[config.mk]
export PLATFORM = sky130hd
export DESIGN_NAME = hand_score_accumulator
export DESIGN_NICKNAME = d
export VERILOG_FILES = /design/src/rtl/hand_score_accumulator.sv
export SDC_FILE = /design/constraint.sdc
export NUM_CORES = 1
export LEC_CHECK = 0
export CAP_MARGIN = 20
export CORE_AREA = 5 5 47 49
export CTS_CLUSTER_DIAMETER = 200
export DETAILED_ROUTE_END_ITERATION = 8
export DIE_AREA = 0 0 52 54
export PLACE_DENSITY = 0.7
export SLEW_MARGIN = 20
export SYNTH_ARGS = -nofsm -noshare
export SYNTH_HDL_FRONTEND = slang
export SYNTH_SLANG_ARGS = --single-unit
export TNS_END_PERCENT = 50
[constraint.sdc]
create_clock -name clk -period 2.91 [get_ports clk]
set_input_delay 0.582 -clock clk [delete_from_list [all_inputs] [get_ports clk]]
set_output_delay 0.582 -clock clk [all_outputs]
set_load 0.01 [all_outputs]
[src/rtl/hand_score_accumulator.sv]
`default_nettype none
// +--------------------------------------------------------------------------+
// | Module      : hand_score_accumulator                                     |
// | Description : Accepts one card per valid/ready handshake into a hand of  |
// |               up to MAX_CARDS cards and keeps a registered running total |
// |               reduced modulo MOD. Reports the card count, a full-hand    |
// |               flag, a two-card "natural" flag and a one-cycle pulse for  |
// |               invalid card codes.                                        |
// | Ports       : clk        - system clock, all state on rising edge        |
// |               reset      - synchronous active-high reset                 |
// |               clear      - synchronous hand clear (new round)            |
// |               card_valid - a card is presented                           |
// |               card       - rank code (1 = Ace .. FACE_MAX)               |
// |               card_ready - a card can be accepted this cycle             |
// |               total      - registered hand score modulo MOD              |
// |               card_count - cards accepted in this hand                   |
// |               hand_full  - card_count == MAX_CARDS                       |
// |               natural    - two cards held and total >= NAT_MIN           |
// |               card_err   - pulse: invalid code was presented while ready |
// | Revision    : 1.0 - initial release                                      |
// +--------------------------------------------------------------------------+
module hand_score_accumulator #(
    parameter int MAX_CARDS = 3,
    parameter int CARD_W    = 4,
    parameter int MOD       = 10,
    parameter int FACE_MIN  = 11,
    parameter int FACE_MAX  = 13,
    parameter int FACE_VAL  = 0,
    parameter int NAT_MIN   = 8
) (
    input  wire logic                           clk,
    input  wire logic                           reset,
    input  wire logic                           clear,
    input  wire logic                           card_valid,
    input  wire logic [CARD_W-1:0]              card,
    output logic                                card_ready,
    output logic [CARD_W-1:0]                   total,
    output logic [$clog2(MAX_CARDS+1)-1:0]      card_count,
    output logic                                hand_full,
    output logic                                natural,
    output logic                                card_err
);

    localparam int CNT_W = $clog2(MAX_CARDS + 1);

    // Hand state encoding
    localparam logic [1:0] c_st_empty   = 2'd0;
    localparam logic [1:0] c_st_partial = 2'd1;
    localparam logic [1:0] c_st_full    = 2'd2;

    // Constants widened by one bit so comparisons never overflow the code width
    localparam logic [CARD_W:0]  c_face_min = FACE_MIN[CARD_W:0];
    localparam logic [CARD_W:0]  c_face_max = FACE_MAX[CARD_W:0];
    localparam logic [CARD_W:0]  c_mod      = MOD[CARD_W:0];
    localparam logic [CARD_W:0]  c_nat_min  = NAT_MIN[CARD_W:0];
    localparam logic [CARD_W-1:0] c_face_val = FACE_VAL[CARD_W-1:0];
    localparam logic [CNT_W-1:0] c_last_cnt = CNT_W'(MAX_CARDS - 1);
    localparam logic [CNT_W-1:0] c_two      = CNT_W'(2);

    logic [1:0]        r_state;
    logic [CARD_W-1:0] r_total;
    logic [CNT_W-1:0]  r_count;
    logic              r_err;

    logic              w_ready;
    logic              w_code_ok;
    logic              w_is_face;
    logic [CARD_W-1:0] w_val;
    logic [CARD_W:0]   w_sum;
    logic [CARD_W-1:0] w_next_total;

    // Ready depends only on registered state and clear, never on card_valid
    assign w_ready = (r_state != c_st_full) && !clear;

    always_comb begin
        w_code_ok = (card != '0) && ({1'b0, card} <= c_face_max);
        w_is_face = ({1'b0, card} >= c_face_min);
        // Pip cards reduce by a constant modulus; face cards score a fixed value
        if (w_is_face) begin
            w_val = c_face_val;
        end else begin
            w_val = CARD_W'(32'(card) % MOD);
        end
        // Both operands are below MOD, so one conditional subtract suffices
        w_sum = {1'b0, r_total} + {1'b0, w_val};
        if (w_sum >= c_mod) begin
            w_next_total = CARD_W'(w_sum - c_mod);
        end else begin
            w_next_total = w_sum[CARD_W-1:0];
        end
    end

    always_ff @(posedge clk) begin
        if (reset) begin
            r_state <= c_st_empty;
            r_total <= '0;
            r_count <= '0;
            r_err   <= 1'b0;
        end else if (clear) begin
            r_state <= c_st_empty;
            r_total <= '0;
            r_count <= '0;
            r_err   <= 1'b0;
        end else begin
            r_err <= 1'b0;
            if (card_valid && w_ready) begin
                if (w_code_ok) begin
                    r_total <= w_next_total;
                    r_count <= r_count + CNT_W'(1);
                    // The count can only reach MAX_CARDS through this branch,
                    // and FULL blocks further accepts, so it never wraps
                    if (r_count == c_last_cnt) begin
                        r_state <= c_st_full;
                    end else begin
                        r_state <= c_st_partial;
                    end
                end else begin
                    r_err <= 1'b1;
                end
            end
        end
    end

    assign card_ready = w_ready;
    assign total      = r_total;
    assign card_count = r_count;
    assign card_err   = r_err;
    assign hand_full  = (r_state == c_st_full);
    assign natural    = (r_count == c_two) && ({1'b0, r_total} >= c_nat_min);

endmodule
`default_nettype wire
## Word-level counts from Yosys, hierarchy flattened

Index checks and enable logic that the tools add are counted.

- Output and inout bits: 10
- Flip-flop bits (word level): 9
- Word-level logic and storage cells: 29
- Input bits: 8

- Reductions and logical operators: 9
- $lt $le $gt $ge: 4
- Multiplexer cells: 4
- Divide/modulo/power cells: 1
- Add/subtract/negate cells: 3
- Bitwise gates (word level): 1
- Eq/ne operators: 3

Operators by type and width:

| kind | number |
|---|---|
| 4-bit by 4-bit modulo with 32-bit output (second input constant) | 1 |
| 4-bit >= comparator (second input constant) | 2 |
| 4-bit 2-to-1 mux | 2 |
| 4-bit by 4-bit adder with 5-bit output | 1 |
| 5-bit by 4-bit >= comparator with 1-bit output (second input constant) | 1 |
| 2-bit == test (second input constant) | 2 |
| 4-bit less-or-equal comparator (second input constant) | 1 |
| 1-bit logical AND | 4 |
| 4-bit nonzero test | 1 |
| 4-bit subtractor (second input constant) | 1 |
| 3-bit OR reduction | 1 |
| 2-bit by 1-bit adder with 2-bit output (second input constant) | 1 |
| 2-bit 2-to-1 mux | 1 |
| 2-bit != test (second input constant) | 1 |
| 2-bit AND reduction | 1 |
| 2-bit OR reduction | 1 |
| 1-bit zero test | 1 |
| 1-bit 2-to-1 mux | 1 |
| 1-bit inverter | 1 |

## Logic depth before layout (Yosys ltp)

Gate-level depths: netlist (run 1).

- Depth in word-level cells: 5
- Depth in mapped cells: 12
- Mapped depth without buffers: 12

## Worst setup path before layout (run 1)

No wires, ideal clock.

- Path type: input to register
- From: in card[1]
- To: reg r_total[1], in the netlist total[1]
- Path buffers: 0
- Data arrival time: 2960 ps
- Data required time: 2847 ps
- Library setup time: 63 ps
- Stages on the path: 12
- Setup slack: -112 ps
- Cell sequence: inv_1 ha_1 or4_1 o21ai_0 ha_1 xor2_1 inv_1 ha_1 o221ai_1 o311a_1 or4_1 nand3_1

- Cells in the longest elaborated chain, start to end: 5
- Elaborated cells on any way between the ends: 11
- Classes of those cells: add/sub (2); div (1); order compare (3); mux (2); reduce/logical (3)

Ends and longest elaborated chain:

| element | line | text |
|---|---|---|
| from (decl) | 35 | `input wire logic [CARD_W-1:0] card,` |
| 4-bit by 4-bit modulo with 32-bit output or 4-bit >= comparator (tied branches) | 82, 77 |  |
| 4-bit 2-to-1 mux | 79 | `if (w_is_face) begin` |
| 4-bit by 4-bit adder with 5-bit output | 85 | `w_sum = {1'b0, r_total} + {1'b0, w_val};` |
| 4-bit subtractor or 5-bit by 4-bit >= comparator with 1-bit output (tied branches) | 87, 86 |  |
| 4-bit 2-to-1 mux | 86 | `if (w_sum >= c_mod) begin` |
| to (signal assigned) | 108 | `r_total <= w_next_total;` |
| to (decl) | 61 | `logic [CARD_W-1:0] r_total;` |

Parallel ways exist; a longest one is shown, timed or not.
A chain may end at the register's enable or synchronous reset.

## Worst setup path in the final report (run 1)

- From: in card[1]
- To: reg r_total[2], in the netlist total[2]

Same word-level chain as after synthesis.

==> impl_metrics.csv, run 1 <==
group,metric,value,unit
yosys,synth.distinct_cells,34,
pwr,p_leak,0.000459,µW
cells_and_area,drive_above_1_share,0.273,
timing,finalCriticalPeriod,2860,ps
detailed_routing,routed_wl,1.89,mm
pwr,ir_drop,210,µV
yosys,syn-num-nets,103,
global_route,antenna_found_initial,0,
clock_tree,ctsHoldBuffers,0,
clock_tree,h-tree-depth,1,
yosys,synth-main-ff-cell,"dfxtp_1",
run,max-cap-violations,0,
timing,worst_slew_pin_slew,551,ps
die,core,1820,µm²
pwr,power,317,µW
outcome,status,"finished, final reports clean",
critical_path,crit_path_end_kind,"flop",
global_route,grt_pass1_wl,3.24,mm
timing,skew,4.10,ps
die,die_h,54,µm
yosys,yosysMostFrequentCell,"nand2_1",
yosys,yosys_warnings,0,
yosys,seq_area_frac_synth,0.261,
yosys,synth_cells,87,
cells_and_area,stdcell_area,1070,µm²
die,dieArea,2810,µm²
yosys,synth_seq_cells,9,
critical_path,critPathMaxFanout,4,
yosys,synthTopCellsByCount,"10 x nand2_1, 9 x dfxtp_1, 8 x inv_1",
pwr,powerDensity,296,nW/µm²
detailed_routing,antenna_left,0,
global_route,grt_usage,0.153,
place,dp_hpwl,1.48,mm
place,placed_area,1000,µm²
timing,hold_viol_final,0,
detailed_routing,first_pass_iters,2,
critical_path,crit_path_start_kind,"primary input",
yosys,yosys-top-cells-area,"dfxtp_1 26%, ha_1 13%, nand2_1 5.4%",
timing,fmax,350,MHz
die,io_pins,18,
clock_tree,cts_tree,"built",
critical_path,crit_arrival,3060,ps
detailed_routing,vias,756,
detailed_routing,viasPerCell,5.11,
global_route,overflow,0,
cells_and_area,num_antenna_cells,0,
timing,setup-violations-final,0,
die,row_count,16,
place,port_buffers,17,
yosys,synth_top_area_cell,"dfxtp_1",
yosys,synth_edf_count,0,
detailed_routing,drt-wirelength-per-cell,12.7,µm
clock_tree,cts_sinks,9,
critical_path,crit_path_cell_trace,"clkdlybuf4s15_2 > inv_2 > ha_1 > or4_1 > o21ai_2 > ha_4 > xor2_2 > buf_4 > buf_4 > o221ai_1 > o311a_1 > or4_1 > nand3_1",
global_route,grt_pass1_vias,783,
cells_and_area,postLayoutCoreUtil,0.589,
min_path,hp-class,"reg2reg",
cells_and_area,area_growth_syn_to_layout,55.4,%
detailed_routing,drc_errors,0,
critical_path,worstPathRequired,3120,ps
timing,drv_slew,0,
cells_and_area,layoutNonFillerInstCount,148,
timing,min_period_over_period,0.981,
yosys,synthArstFlopShare,0,
critical_path,critical_path.max_stage_delay,420,ps
yosys,avgSynthCellArea,7.94,µm²
yosys,netlist_area,691,µm²
clock_tree,clock_latency,270,ps
place,gp_congestion,0.898,
die,initial_core_util,0.379,
yosys,yosysTopAreaCellShare,0.261,
die,die_w,52,µm
clock_tree,root_buffer,"clkbuf_4",
critical_path,crit_path_top_delay_cell,"or4_1",
cells_and_area,nets,138,
critical_path,criticalPathCategory,"in2reg",
clock_tree,cts_buffers,3,
clock_tree,cts_buffer_depth,2,
clock_tree,clkTransAtPathRegs,60,ps
place,placed_cells,143,
timing,whs,463,ps
detailed_routing,drtIter0Drc,7,
global_route,grt_max_degree,9,
timing,relSlewSlack,0.631,
-- layout make-up --
| type | count | area [µm²] |
|---|---|---|
| Fill cell | 164 | 748 |
| Multi-Input combinational cell | 68 | 520 |
| Timing Repair Buffer | 32 | 283 |
| Sequential cell | 9 | 180 |
| Tap cell | 27 | 33.8 |
| Inverter | 8 | 30.0 |
| Clock buffer | 4 | 26.3 |
-- sequential cells by signal, summed over array words and instances, names as in the netlist --
name        flops
card_err        1
r_state         2
total           4
card_count      2
-- power by group --
part           switching [µW]  total (µW)  internal [µW]  leakage (µW)
registers                2.41         128            126     0.0000728
clock network            47.1         100           53.0     0.0000150
logic                    41.4        89.2           47.8      0.000372
-- layout by cell type (no fill, tap or decap), types with 2 or more instances in the layout --
cell type	n
buf_4	15
clkdlybuf4s50_1	13
nand2_1	10
dfxtp_1	9
inv_1	6
nor2_1	6
a21oi_1	5
ha_1	5
or4_1	4
o21ai_0	4
nand3_1	4
and2_1	3
clkbuf_4	3
inv_2	2
mux2i_1	2
ha_4	2
dlygate4sd2_1	2
clkdlybuf4s15_2	2
-- stage by stage --
step / worst slack (ps) / setup TNS (ps)
3_3_place_gp: -633 / -1840
6_report: 54.9 / 0
5_1_grt: -45.0 / -114
2_1_floorplan: -65.1 / -130
3_5_place_dp: -708 / -2060
4_1_cts: 5.68 / 0
-- routing by layer --
layer  GRT usage  wire length [µm]
met1       0.172               818
met2       0.285               944
met3      0.0249                96
met4      0.0655                27
met5           0                 0
-- worst max-delay path: cells and delay by family --
family,cells,cell delay [ps]
XOR/XNOR,1,160
AO/OA/AOI/OAI,3,400
adder cells (fa/ha/maj),2,510
AND/OR/NAND/NOR,3,920
buffers and inverters,4,470
-- worst paths after layout --
| path | from | slack (ps) | cells past startpoint | endpoint |
|---|---|---|---|---|
| worst max register to register | total[0] | 650 | 9 | total[2] |
| worst min-delay path | r_state[1] | 460 | 2 | r_state[1] |
| worst min register to register | r_state[1] | 460 | 2 | r_state[1] |
| worst max-delay path | card[1] | 50 | 13 | total[2] |
-- cells by family (layout without fill, tap and decap cells) --
logic type,Yosys count,count (layout),synth area share
xor gates and xnor gates,2,2,0.0254
AOI/OAI and AO/OA,17,17,0.150
adders and majority gates,8,8,0.156
and+or+nand+nor,38,38,0.306
buffers and inverters,10,44,0.0561
muxes,3,3,0.0453
DFF,9,9,0.261
-- repair_timing --
| action | 4_1_cts | 5_1_grt |
|---|---|---|
| pin swaps | 8 | 1 |
| setup endpoints to repair | 3 | 3 |
| resized for setup | 14 | 5 |
| buffers inserted | 0 | 1 |
Note: power is estimated with default switching activity, not from simulation.
==> run 2, diff against run 1 <==
--- a/config.mk
+++ b/config.mk
@@ -6,11 +6,12 @@
 export NUM_CORES = 1
 export LEC_CHECK = 0
 export CAP_MARGIN = 20
-export CORE_AREA = 5 5 47 49
+export CORE_AREA = 5 5 43 45
 export CTS_CLUSTER_DIAMETER = 200
 export DETAILED_ROUTE_END_ITERATION = 8
-export DIE_AREA = 0 0 52 54
-export PLACE_DENSITY = 0.7
+export DIE_AREA = 0 0 48 50
+export DONT_BUFFER_PORTS = 1
+export PLACE_DENSITY = 0.67
 export SLEW_MARGIN = 20
 export SYNTH_ARGS = -nofsm -noshare
 export SYNTH_HDL_FRONTEND = slang
==> impl_metrics.csv, run 2 (synthesis results as in run 1) <==
group,metric,value,unit
outcome,status,"finished, final reports clean",
timing,skew,3.69,ps
detailed_routing,antenna_left,0,
min_path,hp-class,"reg2reg",
cells_and_area,num_antenna_cells,0,
global_route,grt_usage,0.145,
run,max-cap-violations,0,
pwr,p_switching,76.9,µW
clock_tree,post-cts-setup-buffer-count,0,
die,initial_core_util,0.481,
global_route,overflow,0,
detailed_routing,drt-wirelength-per-cell,13.7,µm
cells_and_area,num-fill-cells,139,
cells_and_area,layout_commonest_cell,"nand2_1",
min_path,holdPathStages,2,
timing,worst_slew_pin_slew,585,ps
detailed_routing,vias,645,
cells_and_area,largest_reg_flops,4,
detailed_routing,drc_errors,0,
timing,min_period_over_period,0.953,
clock_tree,clock_latency,260,ps
die,io_pins,18,
timing,finalCriticalPeriod,2770,ps
cells_and_area,multi_input_area,484,µm²
clock_tree,cts_resized,0,
pwr,power,283,µW
critical_path,crit_path_end_kind,"flop",
critical_path,critPathMaxFanout,5,
clock_tree,h-tree-depth,1,
cells_and_area,area_growth_syn_to_layout,14.9,%
critical_path,criticalPathCategory,"in2reg",
clock_tree,clkTransAtPathRegs,60,ps
pwr,p_int,206,µW
pwr,seqPwrFrac,0.456,
cells_and_area,drive_above_1_share,0.156,
critical_path,crit_path_start_kind,"primary input",
pwr,switching_share,0.272,
clock_tree,ctsHoldBuffers,0,
timing,tns,0,ps
die,core,1440,µm²
die,dieArea,2400,µm²
clock_tree,root_buffer,"clkbuf_4",
timing,whs,470,ps
clock_tree,cts_buffers,3,
global_route,grt_max_degree,9,
global_route,grt_pass1_wl,2.50,mm
die,die_h,50,µm
critical_path,crit_arrival,2980,ps
place,dp_hpwl,1.25,mm
pwr,p_leak,0.000352,µW
timing,hold_viol_final,0,
pwr,powerDensity,357,nW/µm²
die,row_count,14,
cells_and_area,nets,113,
critical_path,worstPathRequired,3110,ps
pwr,clkPwrFrac,0.341,
timing,drv_slew,0,
die,die_w,48,µm
timing,grt_setup_unrepaired,"false",
detailed_routing,viasPerCell,5.76,
timing,relSlewSlack,0.609,
global_route,antenna_found_initial,0,
place,port_buffers,0,
place,gp_congestion,0.809,
clock_tree,cts_tree,"built",
pwr,combPwrFrac,0.203,
cells_and_area,final_cell_mix,"10 x nand2_1, 9 x dfxtp_1, 8 x inv_1",
timing,setup-violations-final,0,
critical_path,worst_r2r_path_depth,9,
global_route,grt_pass1_vias,607,
clock_tree,cts_sinks,9,
detailed_routing,first_pass_iters,4,
pwr,ir_drop,209,µV
detailed_routing,drtIter0Drc,13,
timing,fmax,361,MHz
detailed_routing,routed_wl,1.53,mm
clock_tree,cts_buffer_depth,2,
cells_and_area,seq_area,180,µm²
## run 2: stage by stage
stage	cells	util	instance area (µm²)	setup WS (ps)
after floorplan	87	-	703	-65.1
after global placement	108	0.534	767	-103
after detailed placement	108	0.534	767	-135
after CTS	112	0.552	793	126
after global routing	112	0.552	793	3.65
final	112	0.552	793	136
## run 2: cell type report
class	instances	area share
multi-input combinational	68	0.610
sequential	9	0.227
timing repair buffer	7	0.0662
inverter	8	0.0379
clock buffer	4	0.0331
tap	16	0.0252
## run 2: per-layer routing
layer / up-vias / routed length, µm / GRT usage
met5: - / 0 / 0
met4: 0 / 29 / 0.0673
met3: 5 / 132 / 0.0545
met2: 24 / 698 / 0.225
met1: 289 / 673 / 0.169
li1: 327 / - / -
## run 2: power by group through the flow
stage	Sequential, µW	Combinational (µW)	Clock, µW
6_report	129	57.6	96.5
4_1_cts	129	57.8	99.5
3_3_place_gp	132	55.6	0
5_1_grt	129	65.2	103
3_5_place_dp	132	57.6	0
2_1_floorplan	131	40.4	0
## run 2: worst max-delay path, cell delays in order
cell      delay (ps)
inv_1             30
ha_1             280
or4_1            460
o21ai_1           90
ha_1             280
xor2_1           170
inv_1            100
ha_4             130
o221ai_1          90
o311a_1          170
or4_1            500
nand3_1           90
## run 2: final timing paths
path	slack (ps)	startpoint	end
min reg2reg	470	r_state[1]	r_state[1]
max	140	card[1]	total[2]
min	470	r_state[1]	r_state[1]
max reg2reg	570	total[0]	total[2]
